===== src/rtl/rtc_write_sequencer.sv =====
// Drives an 8-bit multiplexed address/data RTC bus through a fixed list of
// address/data writes: either the clock/timer write list or the init list.
module rtc_write_sequencer #(
    parameter int unsigned TPH = 4
) (
    input  logic       clk,
    input  logic       reset,
    input  logic       Escribe,
    input  logic       Inicializador,
    input  logic       clk_timer,
    input  logic [7:0] segundo,
    input  logic [7:0] minuto,
    input  logic [7:0] hora,
    input  logic [7:0] Dir_segundo,
    input  logic [7:0] Dir_minuto,
    input  logic [7:0] Dir_hora,
    output logic       T_Esc,
    output logic       CS_n,
    output logic       RD_n,
    output logic       WR_n,
    output logic       A_D,
    output logic [7:0] AD_out,
    output logic       AD_oe
);

    localparam logic [2:0] IDLE   = 3'd0;
    localparam logic [2:0] LOAD   = 3'd1;
    localparam logic [2:0] ADDR   = 3'd2;
    localparam logic [2:0] ALATCH = 3'd3;
    localparam logic [2:0] DATA   = 3'd4;
    localparam logic [2:0] RECOV  = 3'd5;
    localparam logic [2:0] NEXT   = 3'd6;
    localparam logic [2:0] DONE   = 3'd7;

    localparam logic [7:0] PHASE_LAST = 8'(TPH - 1);

    logic [2:0] state, state_next;
    logic [7:0] cnt, cnt_next;
    logic [2:0] idx, idx_next;
    logic       init_mode, init_next;
    logic       ct;
    logic [7:0] seg_l, min_l, hora_l, dseg_l, dmin_l, dhora_l;

    logic [7:0] ent_addr, ent_data;
    logic       ent_cmd;
    logic       phase_done;

    assign phase_done = (cnt == 8'd0);

    always_comb begin
        ent_addr = 8'h00;
        ent_data = 8'h00;
        ent_cmd  = 1'b0;
        if (init_mode) begin
            case (idx[1:0])
                2'd0:    begin ent_addr = 8'h02; ent_data = 8'h10; end
                2'd1:    begin ent_addr = 8'h02; ent_data = 8'h00; end
                2'd2:    begin ent_addr = 8'h10; ent_data = 8'hD2; end
                default: begin ent_addr = 8'h00; ent_data = 8'h00; end
            endcase
        end else begin
            case (idx[1:0])
                2'd0:    begin ent_addr = dseg_l;  ent_data = seg_l;  end
                2'd1:    begin ent_addr = dmin_l;  ent_data = min_l;  end
                2'd2:    begin ent_addr = dhora_l; ent_data = hora_l; end
                default: begin ent_addr = ct ? 8'hF1 : 8'hF2; ent_cmd = 1'b1; end
            endcase
        end
    end

    always_comb begin
        state_next = state;
        cnt_next   = cnt;
        idx_next   = idx;
        init_next  = init_mode;
        case (state)
            IDLE: begin
                idx_next = 3'd0;
                cnt_next = 8'd0;
                if (Inicializador) begin
                    init_next  = 1'b1;
                    state_next = LOAD;
                end else if (Escribe) begin
                    init_next  = 1'b0;
                    state_next = LOAD;
                end
            end
            LOAD: begin
                state_next = ADDR;
                cnt_next   = PHASE_LAST;
            end
            ADDR, ALATCH, DATA, RECOV: begin
                if (!phase_done) begin
                    cnt_next = cnt - 8'd1;
                end else begin
                    cnt_next = PHASE_LAST;
                    case (state)
                        ADDR:    state_next = ALATCH;
                        // Command entries carry no data byte.
                        ALATCH:  state_next = ent_cmd ? RECOV : DATA;
                        DATA:    state_next = RECOV;
                        default: begin
                            state_next = NEXT;
                            cnt_next   = 8'd0;
                        end
                    endcase
                end
            end
            NEXT: begin
                idx_next = idx + 3'd1;
                if (idx == 3'd3) begin
                    state_next = DONE;
                end else begin
                    state_next = ADDR;
                    cnt_next   = PHASE_LAST;
                end
            end
            default: begin
                if (!Escribe && !Inicializador) state_next = IDLE;
            end
        endcase
    end

    always_ff @(posedge clk or negedge reset) begin
        if (!reset) begin
            state     <= IDLE;
            cnt       <= 8'd0;
            idx       <= 3'd0;
            init_mode <= 1'b0;
            ct        <= 1'b0;
            seg_l     <= 8'd0;
            min_l     <= 8'd0;
            hora_l    <= 8'd0;
            dseg_l    <= 8'd0;
            dmin_l    <= 8'd0;
            dhora_l   <= 8'd0;
        end else begin
            state     <= state_next;
            cnt       <= cnt_next;
            idx       <= idx_next;
            init_mode <= init_next;
            if (state == LOAD) begin
                ct      <= clk_timer;
                seg_l   <= segundo;
                min_l   <= minuto;
                hora_l  <= hora;
                dseg_l  <= Dir_segundo;
                dmin_l  <= Dir_minuto;
                dhora_l <= Dir_hora;
            end
        end
    end

    // Bus pins decode straight from state so reset idles them without a clock.
    always_comb begin
        T_Esc  = 1'b0;
        CS_n   = 1'b1;
        RD_n   = 1'b1;
        WR_n   = 1'b1;
        A_D    = 1'b0;
        AD_out = 8'h00;
        AD_oe  = 1'b0;
        case (state)
            ADDR: begin
                CS_n   = 1'b0;
                WR_n   = 1'b0;
                AD_out = ent_addr;
                AD_oe  = 1'b1;
            end
            ALATCH: begin
                AD_out = ent_addr;
                AD_oe  = 1'b1;
            end
            DATA: begin
                CS_n   = 1'b0;
                WR_n   = 1'b0;
                A_D    = 1'b1;
                AD_out = ent_data;
                AD_oe  = 1'b1;
            end
            RECOV:   A_D   = 1'b1;
            DONE:    T_Esc = 1'b1;
            default: ;
        endcase
    end

endmodule


===== config.mk =====
export PLATFORM = sky130hd
export DESIGN_NAME = rtc_write_sequencer
export DESIGN_NICKNAME = d
export VERILOG_FILES = /design/src/rtl/rtc_write_sequencer.sv
export SDC_FILE = /design/constraint.sdc
export NUM_CORES = 1
export LEC_CHECK = 0
export BUFFER_PORTS_ARGS = -buffer_cell sky130_fd_sc_hd__buf_2
export CORE_UTILIZATION = 25
export CTS_BUF_LIST = sky130_fd_sc_hd__clkbuf_4 sky130_fd_sc_hd__clkbuf_8 sky130_fd_sc_hd__clkbuf_16
export CTS_CLUSTER_SIZE = 40
export DETAILED_ROUTE_END_ITERATION = 8
export SETUP_SLACK_MARGIN = 0.02
export SYNTH_ARGS = -nofsm -noshare
export SYNTH_HDL_FRONTEND = slang
export SYNTH_SLANG_ARGS = --single-unit

===== constraint.sdc =====
create_clock -name clk -period 1.9 [get_ports clk]
set_input_delay 0.095 -clock clk [delete_from_list [all_inputs] [get_ports clk]]
set_output_delay 0.095 -clock clk [all_outputs]
set_load 0.005 [all_outputs]

==> results_dict.tcl, run 1 <==
set metrics [dict create \
    status "finished, violations left" \
    violations "setup timing" \
    ys_seq_elements 64 \
    max_freq_ghz 0.502 \
    maxSlewHeadroom_pct 59.4 \
    grt_pass1_vias 2913 \
    crit_type "reg2out" \
    critPathMaxFanout 5 \
    syn_nets 348 \
    synth-seq-area-share_pct 49.1 \
    grt_start_max_net_pins 51 \
    first_iter_violations 136 \
    worst_clock_skew_ps 4.97 \
    multi_input_comb_area_um2 1650 \
    area_growth_pct 47.1 \
    rows 41 \
    clk_pin_slew_ps 50 \
    syn_inst 287 \
    fin_area_um2 4800 \
    routed_via_density 4.77 \
    rsz0062_at_grt "true" \
    gp_congestion 0.778 \
    finalHoldViolations 0 \
    clock_latency_ps 340 \
    regArea_um2 1600 \
    p_leak_uw 0.00211 \
    grt.overflow.total 0 \
    dpl.hpwl_um 5880 \
    drive_gt1_share_pct 45.2 \
    synth_area_per_cell_um2 11.4 \
    track_usage_pct 14.1 \
    power_uw 3180 \
    fin_util_pct 37.9 \
    cts_tree "built" \
    synth_top_area_cell "dfrtp_1" \
    dp_slack_ps 7.39 \
    clockRootBuffer "clkbuf_16" \
    drc_errors 0 \
    setup_ws_ps -93.4 \
    cts_buffers 9 \
    rr_startpoint "idx[1]" \
    nets 472 \
    power_per_cell_area_nw_per_um2 663 \
    start_util_pct 25.7 \
    min_from "segundo[5]" \
    ant_nets 0 \
    yosysTopAreaCellShare_pct 49.1 \
    ys.flop_type "dfrtp_1" \
    io_buffer_count 65 \
    grt_pass1_wl_um 14300 \
    die-height_um 116 \
    synth_commonest_cells "dfrtp_1 (64), mux2_2 (49), nor2_1 (20)" \
    wl_um 8750 \
    vdd_ir_drop_max_mv 0.496 \
    worstMarginPinSlew_ps 609 \
    required_ps 1800 \
    cp-start-kind "flip-flop" \
    ios 67 \
    firstDrtPassIters 6 \
    synth.most_common_cell "dfrtp_1" \
    num_vias 2805 \
    dpl-instance-area_um2 3860 \
    period_share_pct 105 \
    synthTopCellsByArea "dfrtp_1 (49%), mux2_2 (17%), ha_1 (3.1%), a222oi_1 (2.5%), nor2_1 (2.3%)" \
    min_period_ps 1990 \
    async_flop_share_pct 100 \
    fillerInstances 1260 \
    yosys_warnings 0 \
    final_max_slew_viol_count 0 \
    numClockSinks 64 \
    min_path_type "in2reg" \
    wire_per_inst_um 14.9 \
    core_um2 12700 \
    synth_cell_types 50 \
    endpoint_kind "primary output" \
    die-area_um2 13500 \
    synth_edf_count 0 \
    grt_antenna_before_repair 0 \
    cts_htree_levels 3 \
    maxCapViolCount 0 \
    synth.cell_area_um2 3260 \
    cts_buffer_depth 2 \
    crit_start "idx[0]" \
    arrival_ps 1900 \
    setup_violations 7 \
    num_antenna_cells 0 \
    fp.dieW_um 116 \
]
-- area by class of cell --
cell class | count | area share (%)
timing repair buffer | 134 | 21.0
sequential | 64 | 33.4
clock buffer | 10 | 4.85
inverter | 12 | 0.991
tap | 172 | 4.49
multi-input combinational | 190 | 34.5
clock inverter | 6 | 0.756
-- flip-flops by register name, summed over array words and instances, names as in the netlist, 3 cells and up --
signal,count
dseg_l,8
hora_l,8
state,3
dhora_l,8
cnt,8
min_l,8
dmin_l,8
idx,3
seg_l,8
-- final timing paths --
check / end / slack [ps] / depth (start not counted)
max in group asynchronous: idx[1] / 970 / 3
setup reg to reg: cnt[5] / 20 / 8
hold / removal: seg_l[5] / 6 / 2
min in group asynchronous: state[0] / 310 / 2
setup / recovery: AD_out[4] / -90 / 6
hold reg to reg: dmin_l[6] / 510 / 1
-- per-stage QoR --
step / instances / TNS (ps) / hold WS [ps]
2_1_floorplan: 287 / 0 / -201
3_3_place_gp: 519 / 0 / 143
3_5_place_dp: 519 / 0 / 146
4_1_cts: 586 / -402 / 0.395
5_1_grt: 588 / -1360 / 1.65
6_report: 588 / -339 / 6.21
-- layer usage --
metal  up-vias  wire length, um  global-route usage [%]
li1       1316                -                       -
met1      1377             3690                    16.8
met2        90             4270                    23.2
met3        22              576                    4.46
met4         0              212                    6.50
met5         -                0                       0
-- critical path: stages, from the launching register on --
cell and delay, ps:
dfrtp_1 410, buf_6 140, ha_4 180, a222oi_1 310
o31ai_1 140, a22o_1 250, buf_2 140
-- logic make-up (layout without fill, tap and decap cells) --
| kind of cell | count (synthesis) | in the layout | share of synthesized area (%) |
|---|---|---|---|
| and+or+nand+nor | 55 | 55 | 8.17 |
| adders and majority gates | 8 | 8 | 3.07 |
| AOI/OAI and AO/OA | 70 | 70 | 16.3 |
| DFF | 64 | 64 | 49.1 |
| xor gates and xnor gates | 6 | 6 | 1.61 |
| muxes | 50 | 50 | 17.2 |
| buffers and inverters | 33 | 162 | 4.45 |
| other | 1 | 1 | 0.115 |
-- placed cells by master, fill, tap and decap left out, types with 2 or more instances in the layout --
master and count:
a21o_1 2, nand2_1 12, dfrtp_1 62, buf_12 4
nand3_1 4, nor2_1 17, nand2b_1 3, buf_2 65
buf_6 3, o22ai_1 4, inv_1 10, clkbuf_16 9
buf_4 21, nor2_2 3, dlygate4sd3_1 41, a21oi_1 9
a22o_1 7, xor2_1 6, a22oi_1 3, o31ai_1 2
clkinv_2 4, o32ai_1 3, o21ai_0 9, a21oi_2 2
nor3_1 5, ha_4 6, a22oi_2 3, ha_1 2
o21ai_1 2, a222oi_1 8, a31oi_1 2, mux2_2 49
a211oi_2 2, dfrtp_2 2
-- power breakdown --
group	internal (uW)	switching (uW)
Combinational	152	80.2
Sequential	1420	31.4
Clock	888	611
Total	2460	723
-- what timing repair did --
action,in CTS,in global routing
gates cloned,0,0
hold buffers,41,0
setup buffers,11,2
pin swaps,15,14
endpoints found under the hold margin,64,0
resized for setup,25,10
setup endpoints to repair,11,17
Note: power is estimated with default switching activity, not from simulation.
==> run 2, diff against run 1 <==
Settings changed: CORE_MARGIN set to 2, SKIP_CTS_REPAIR_TIMING set to 1, SKIP_LAST_GASP set to 1.
==> run 2 against run 1 <==
Net effect: the run ends with hold timing, setup timing left; cell count down 3.6%; cell area down 3.5%; register-to-register slack better by 110 ps; clock-buffer cell count did not move; non-clock buffer count decreased by 21; sequential cell count unchanged; highest routed layer unchanged; fmax fell by 0.85%; sequential share of layout area up 1.2 points; largest power group unchanged; via count is 5.5% lower.
==> results_dict.tcl, run 2 (same netlist as run 1, synthesis figures left out) <==
set metrics [dict create \
    path_cells "buf_6, ha_4, a222oi_1, o31ai_2, a22o_1, buf_2" \
    arrival_ps 1920 \
    dpl.hpwl_um 5930 \
    cts_tree "built" \
    grt_start_max_net_pins 65 \
    critPathMaxFanout 8 \
    max_freq_ghz 0.497 \
    power_per_cell_area_nw_per_um2 775 \
    crit_type "reg2out" \
    clock_latency_ps 330 \
    worst_clock_skew_ps 2.41 \
    drive_gt1_share_pct 46.3 \
    critPathSlowestCell "dfrtp_1" \
    numClockSinks 64 \
    ios 67 \
    min_path_type "in2reg" \
    rsz0062_at_grt "true" \
    first_iter_violations 150 \
    drc_errors 0 \
    fillerInstances 1251 \
    cts_buffer_depth 2 \
    status "finished, violations left" \
    fp.dieW_um 118 \
    cts_buffers 9 \
    num_vias 2650 \
    die-area_um2 14000 \
    cts_htree_levels 3 \
    rows 41 \
    tns_ps -476 \
    critPathBufInv 2 \
    setup_ws_ps -111 \
    nets 451 \
    violations "hold timing, setup timing" \
    min_period_ps 2010 \
    grt_antenna_before_repair 0 \
    required_ps 1800 \
    vdd_ir_drop_max_mv 0.731 \
    maxCapViolCount 0 \
    clockRootBuffer "clkbuf_16" \
    core_um2 12700 \
    num_antenna_cells 0 \
    cp-start-kind "flip-flop" \
    grt.overflow.total 0 \
    wl_um 8400 \
    cp_top_family "compound AO/OA/AOI/OAI gates" \
    final_max_slew_viol_count 0 \
    endpoint_kind "primary output" \
    routed_via_density 4.67 \
    cp_slowest_stage_delay_ps 400 \
    track_usage_pct 12.2 \
    grt_pass1_wl_um 13500 \
    start_util_pct 25.7 \
    p_leak_uw 0.00206 \
    fin_util_pct 36.5 \
    grt_pass1_vias 2649 \
    firstDrtPassIters 4 \
    ant_nets 0 \
    io_buffer_count 65 \
    layout_commonest_cell "buf_2" \
    setup_violations 7 \
    area_growth_pct 42.0 \
    finalHoldViolations 5 \
    whs_ps -4.01 \
    mostFrequentLayoutCells "buf_2 (65), dfrtp_1 (61), mux2_2 (49), dlygate4sd3_1 (21)" \
    clk_pin_slew_ps 60 \
    period_share_pct 106 \
    gp_congestion 0.798 \
    die-height_um 118 \
    wire_per_inst_um 14.8 \
]
## run 2: changes by cell type in the layout (fill, tap and decap cells not counted), moves of 3 or more
cell | previous run | this run
nor2_2 | 3 | 0
buf_6 | 3 | 6
dlygate4sd3_1 | 41 | 21
a22oi_1 | 3 | 6
a22oi_2 | 3 | 0
clkinv_2 | 4 | 0
bufinv_16 | 0 | 3
## run 2: stage by stage
stage	area (um^2)	total power (uW)	setup slack, ps	hold slack, ps	std cells
5_1_grt	4630	3720	-188	0.817	567
2_1_floorplan	3260	1530	68.5	-201	287
4_1_cts	4240	3590	-347	-206	540
6_report	4630	3590	-111	-4.01	567
3_5_place_dp	3890	1640	6.03	140	524
3_3_place_gp	3890	1630	60.8	134	524
## run 2: worst reg2reg max path: stages (launching register included)
cell	delay, ps
dfrtp_1	390
inv_1	80
ha_1	130
or3b_4	380
or2_4	310
a211oi_2	240
o221ai_2	110
## run 2: worst paths after layout
kind                                from   endpoint  slack [ps]  cells past startpoint
setup / recovery                  idx[0]  AD_out[4]        -110                      6
max in group asynchronous          reset     idx[1]        1260                      3
hold / removal             Dir_minuto[3]  dmin_l[3]          -4                      2
setup reg to reg                  cnt[1]   state[0]         130                      6
min in group asynchronous          reset     idx[2]         290                      3
hold reg to reg                   idx[2]     idx[2]         500                      1
## run 2: layer usage
| metal | vias up | global-route usage, % | part of all wire (%) |
|---|---|---|---|
| li1 | 1268 | - | - |
| met1 | 1296 | 15.4 | 45 |
| met2 | 72 | 19.3 | 48 |
| met3 | 14 | 4.44 | 5.0 |
| met4 | 0 | 4.22 | 2.0 |
| met5 | - | 0 | 0 |
## run 2: where the power goes
group | internal (uW) | switching [uW]
clock | 1320 | 619
combinational | 125 | 74.3
sequential | 1420 | 29.9
total | 2860 | 723
## run 2: cell type report
type	instances	area, um^2	area share (%)
clock inverters	6	115	2.49
inverters	12	47.5	1.03
clock buffers	10	239	5.16
flip-flops and latches	64	1610	34.7
multi-input cells	190	1620	35.0
well taps	172	215	4.65
repair buffers	113	786	17.0
==> run 3, diff against run 2 <==
Settings changed: ABC_AREA set to 1.
==> run 3 against run 2 <==
Net effect: the run still ends with hold timing, setup timing left; cell count up 31%; combinational power increased to 18 times the previous value; global-route usage is 0.94 points higher; utilization is 0.92 points lower; fmax up 5.4%; die area is 2.7% higher; sequential power is 80% higher; cell area grew 1.5%; via count grew 23%; clock-buffer cell count increased by 1; wire length increased by 13%; hold slack worse by 19 ps; critical path type unchanged.
==> results_dict.tcl, run 3 <==
set metrics [dict create \
    status "finished, violations left" \
    violations "hold timing, setup timing" \
    whs_ps -23.2 \
    synth_commonest_cells "nand2_1 (248), dfrtp_1 (64), nand3_1 (28), nor2_1 (24), inv_1 (22)" \
    r2r_cells 9 \
    min_period_ps 1910 \
    gp_congestion 0.895 \
    final_cells 744 \
    core_um2 13200 \
    p_leak_uw 0.00247 \
    yosys_warnings 0 \
    clk_pin_slew_ps 60 \
    synth_area_per_cell_um2 7.20 \
    critPathMaxFanout 8 \
    dpl.hpwl_um 6960 \
    track_usage_pct 13.2 \
    clockRootBuffer "clkbuf_16" \
    hold_depth 3 \
    drive_gt1_share_pct 24.5 \
    cts_tree "built" \
    synth_edf_count 0 \
    vdd_ir_drop_max_mv 0.594 \
    start_util_pct 25.4 \
    synth_cell_types 26 \
    power_per_cell_area_nw_per_um2 1710 \
    clock_latency_ps 330 \
    grt_antenna_before_repair 0 \
    area_growth_pct 40.1 \
    worst_clock_skew_ps 4.46 \
    synthTopCellsByArea "dfrtp_1 (48%), nand2_1 (28%), nand3_1 (4.2%), ha_1 (3.0%), nor2_1 (2.7%)" \
    rsz0062_at_grt "true" \
    cts_buffers 9 \
    synth_top_area_cell "dfrtp_1" \
    fp.dieW_um 120 \
    wl_um 9510 \
    grt.overflow.total 0 \
    dpl-instance-area_um2 3910 \
    synth.cell_area_um2 3350 \
    async_flop_share_pct 100 \
    numClockSinks 64 \
    synth.most_common_cell "nand2_1" \
    crit_type "reg2out" \
    min_path_type "in2reg" \
    grt_pass1_wl_um 15000 \
    routed_via_density 4.37 \
    setup_violations 1 \
    endpoint_kind "primary output" \
    num_antenna_cells 0 \
    ys_seq_elements 64 \
    setup_ws_ps -6.92 \
    ys.flop_type "dfrtp_1" \
    final_max_slew_viol_count 0 \
    drc_errors 0 \
    period_share_pct 100 \
    layout_commonest_cell "nand2_1" \
    required_ps 1800 \
    firstDrtPassIters 4 \
    maxCapViolCount 0 \
    finalHoldViolations 20 \
    die-area_um2 14400 \
    ios 67 \
    grt_pass1_vias 3097 \
    placed_cells 698 \
    cts_htree_levels 3 \
    first_iter_violations 189 \
    io_buffer_count 65 \
    ant_nets 0 \
    die-height_um 120 \
    max_freq_ghz 0.524 \
    tns_ps -6.92 \
    num_vias 3254 \
    syn_inst 466 \
    cts_buffer_depth 2 \
    cp-start-kind "flip-flop" \
    synth-seq-area-share_pct 47.8 \
    wire_per_inst_um 12.8 \
    arrival_ps 1810 \
    grt_start_max_net_pins 65 \
    fillerInstances 1349 \
    nets 624 \
    fin_area_um2 4700 \
    syn_nets 527 \
    mostFrequentLayoutCells "nand2_1 (246), buf_2 (67), dfrtp_1 (59), nand3_1 (26), dlygate4sd3_1 (23)" \
    yosysTopAreaCellShare_pct 47.8 \
    rows 42 \
]
run 3: worst paths after layout:
path | slack, ps | startpoint | to
worst max-delay path | -7 | idx[0] | AD_out[1]
worst min-delay path | -20 | Dir_hora[7] | dhora_l[7]
worst max register to register | 80 | idx[1] | cnt[3]
worst min register to register | 470 | min_l[5] | min_l[5]
max in group asynchronous | 1270 | reset | idx[0]
min in group asynchronous | 300 | reset | state[0]
run 3: cell families after synthesis:
family | synth area share [%]
xor+xnor | 0.522
other cells | 0.112
compound gates | 5.41
buf+inv | 6.38
flops | 47.8
fa+ha+maj | 2.99
simple gates | 36.8
run 3: final cells by class:
cell class	instances	area, um^2	share of cell area, %
inverters	25	103	2.18
clock inverters	5	80.1	1.70
flip-flops and latches	64	1610	34.2
multi-input cells	355	1670	35.6
well taps	176	220	4.69
repair buffers	108	769	16.4
clock buffers	11	246	5.24
run 3: critical path, stage by stage, from the launching register on:
cell,delay [ps]
dfrtp_2,460
inv_4,70
ha_4,190
buf_8,140
nand2_1,80
nand3_1,90
nor3_1,180
o22ai_2,130
buf_2,150
run 3: layer usage:
metal / track usage, % / vias to the layer above / routed length [um]
met2: 21.0 / 103 / 4480
met5: 0 / - / 0
li1: - / 1636 / -
met4: 4.71 / 0 / 204
met1: 17.2 / 1498 / 4340
met3: 3.47 / 17 / 483
run 3: through the flow:
step                      util, %  total power, uW  worst slack (ps)
final                        35.6             8040             -6.92
after global routing         35.6             8710             -50.9
after CTS                    32.1             7570              -255
after detailed placement     29.6             5750              97.2
after global placement       29.6             5640               230
after floorplan                 -             4670               397
run 3: power breakdown:
| group | internal [uW] | switching (uW) | total, uW |
|---|---|---|---|
| combinational | 1500 | 2140 | 3640 |
| clock | 1200 | 593 | 1790 |
| sequential | 2030 | 576 | 2610 |
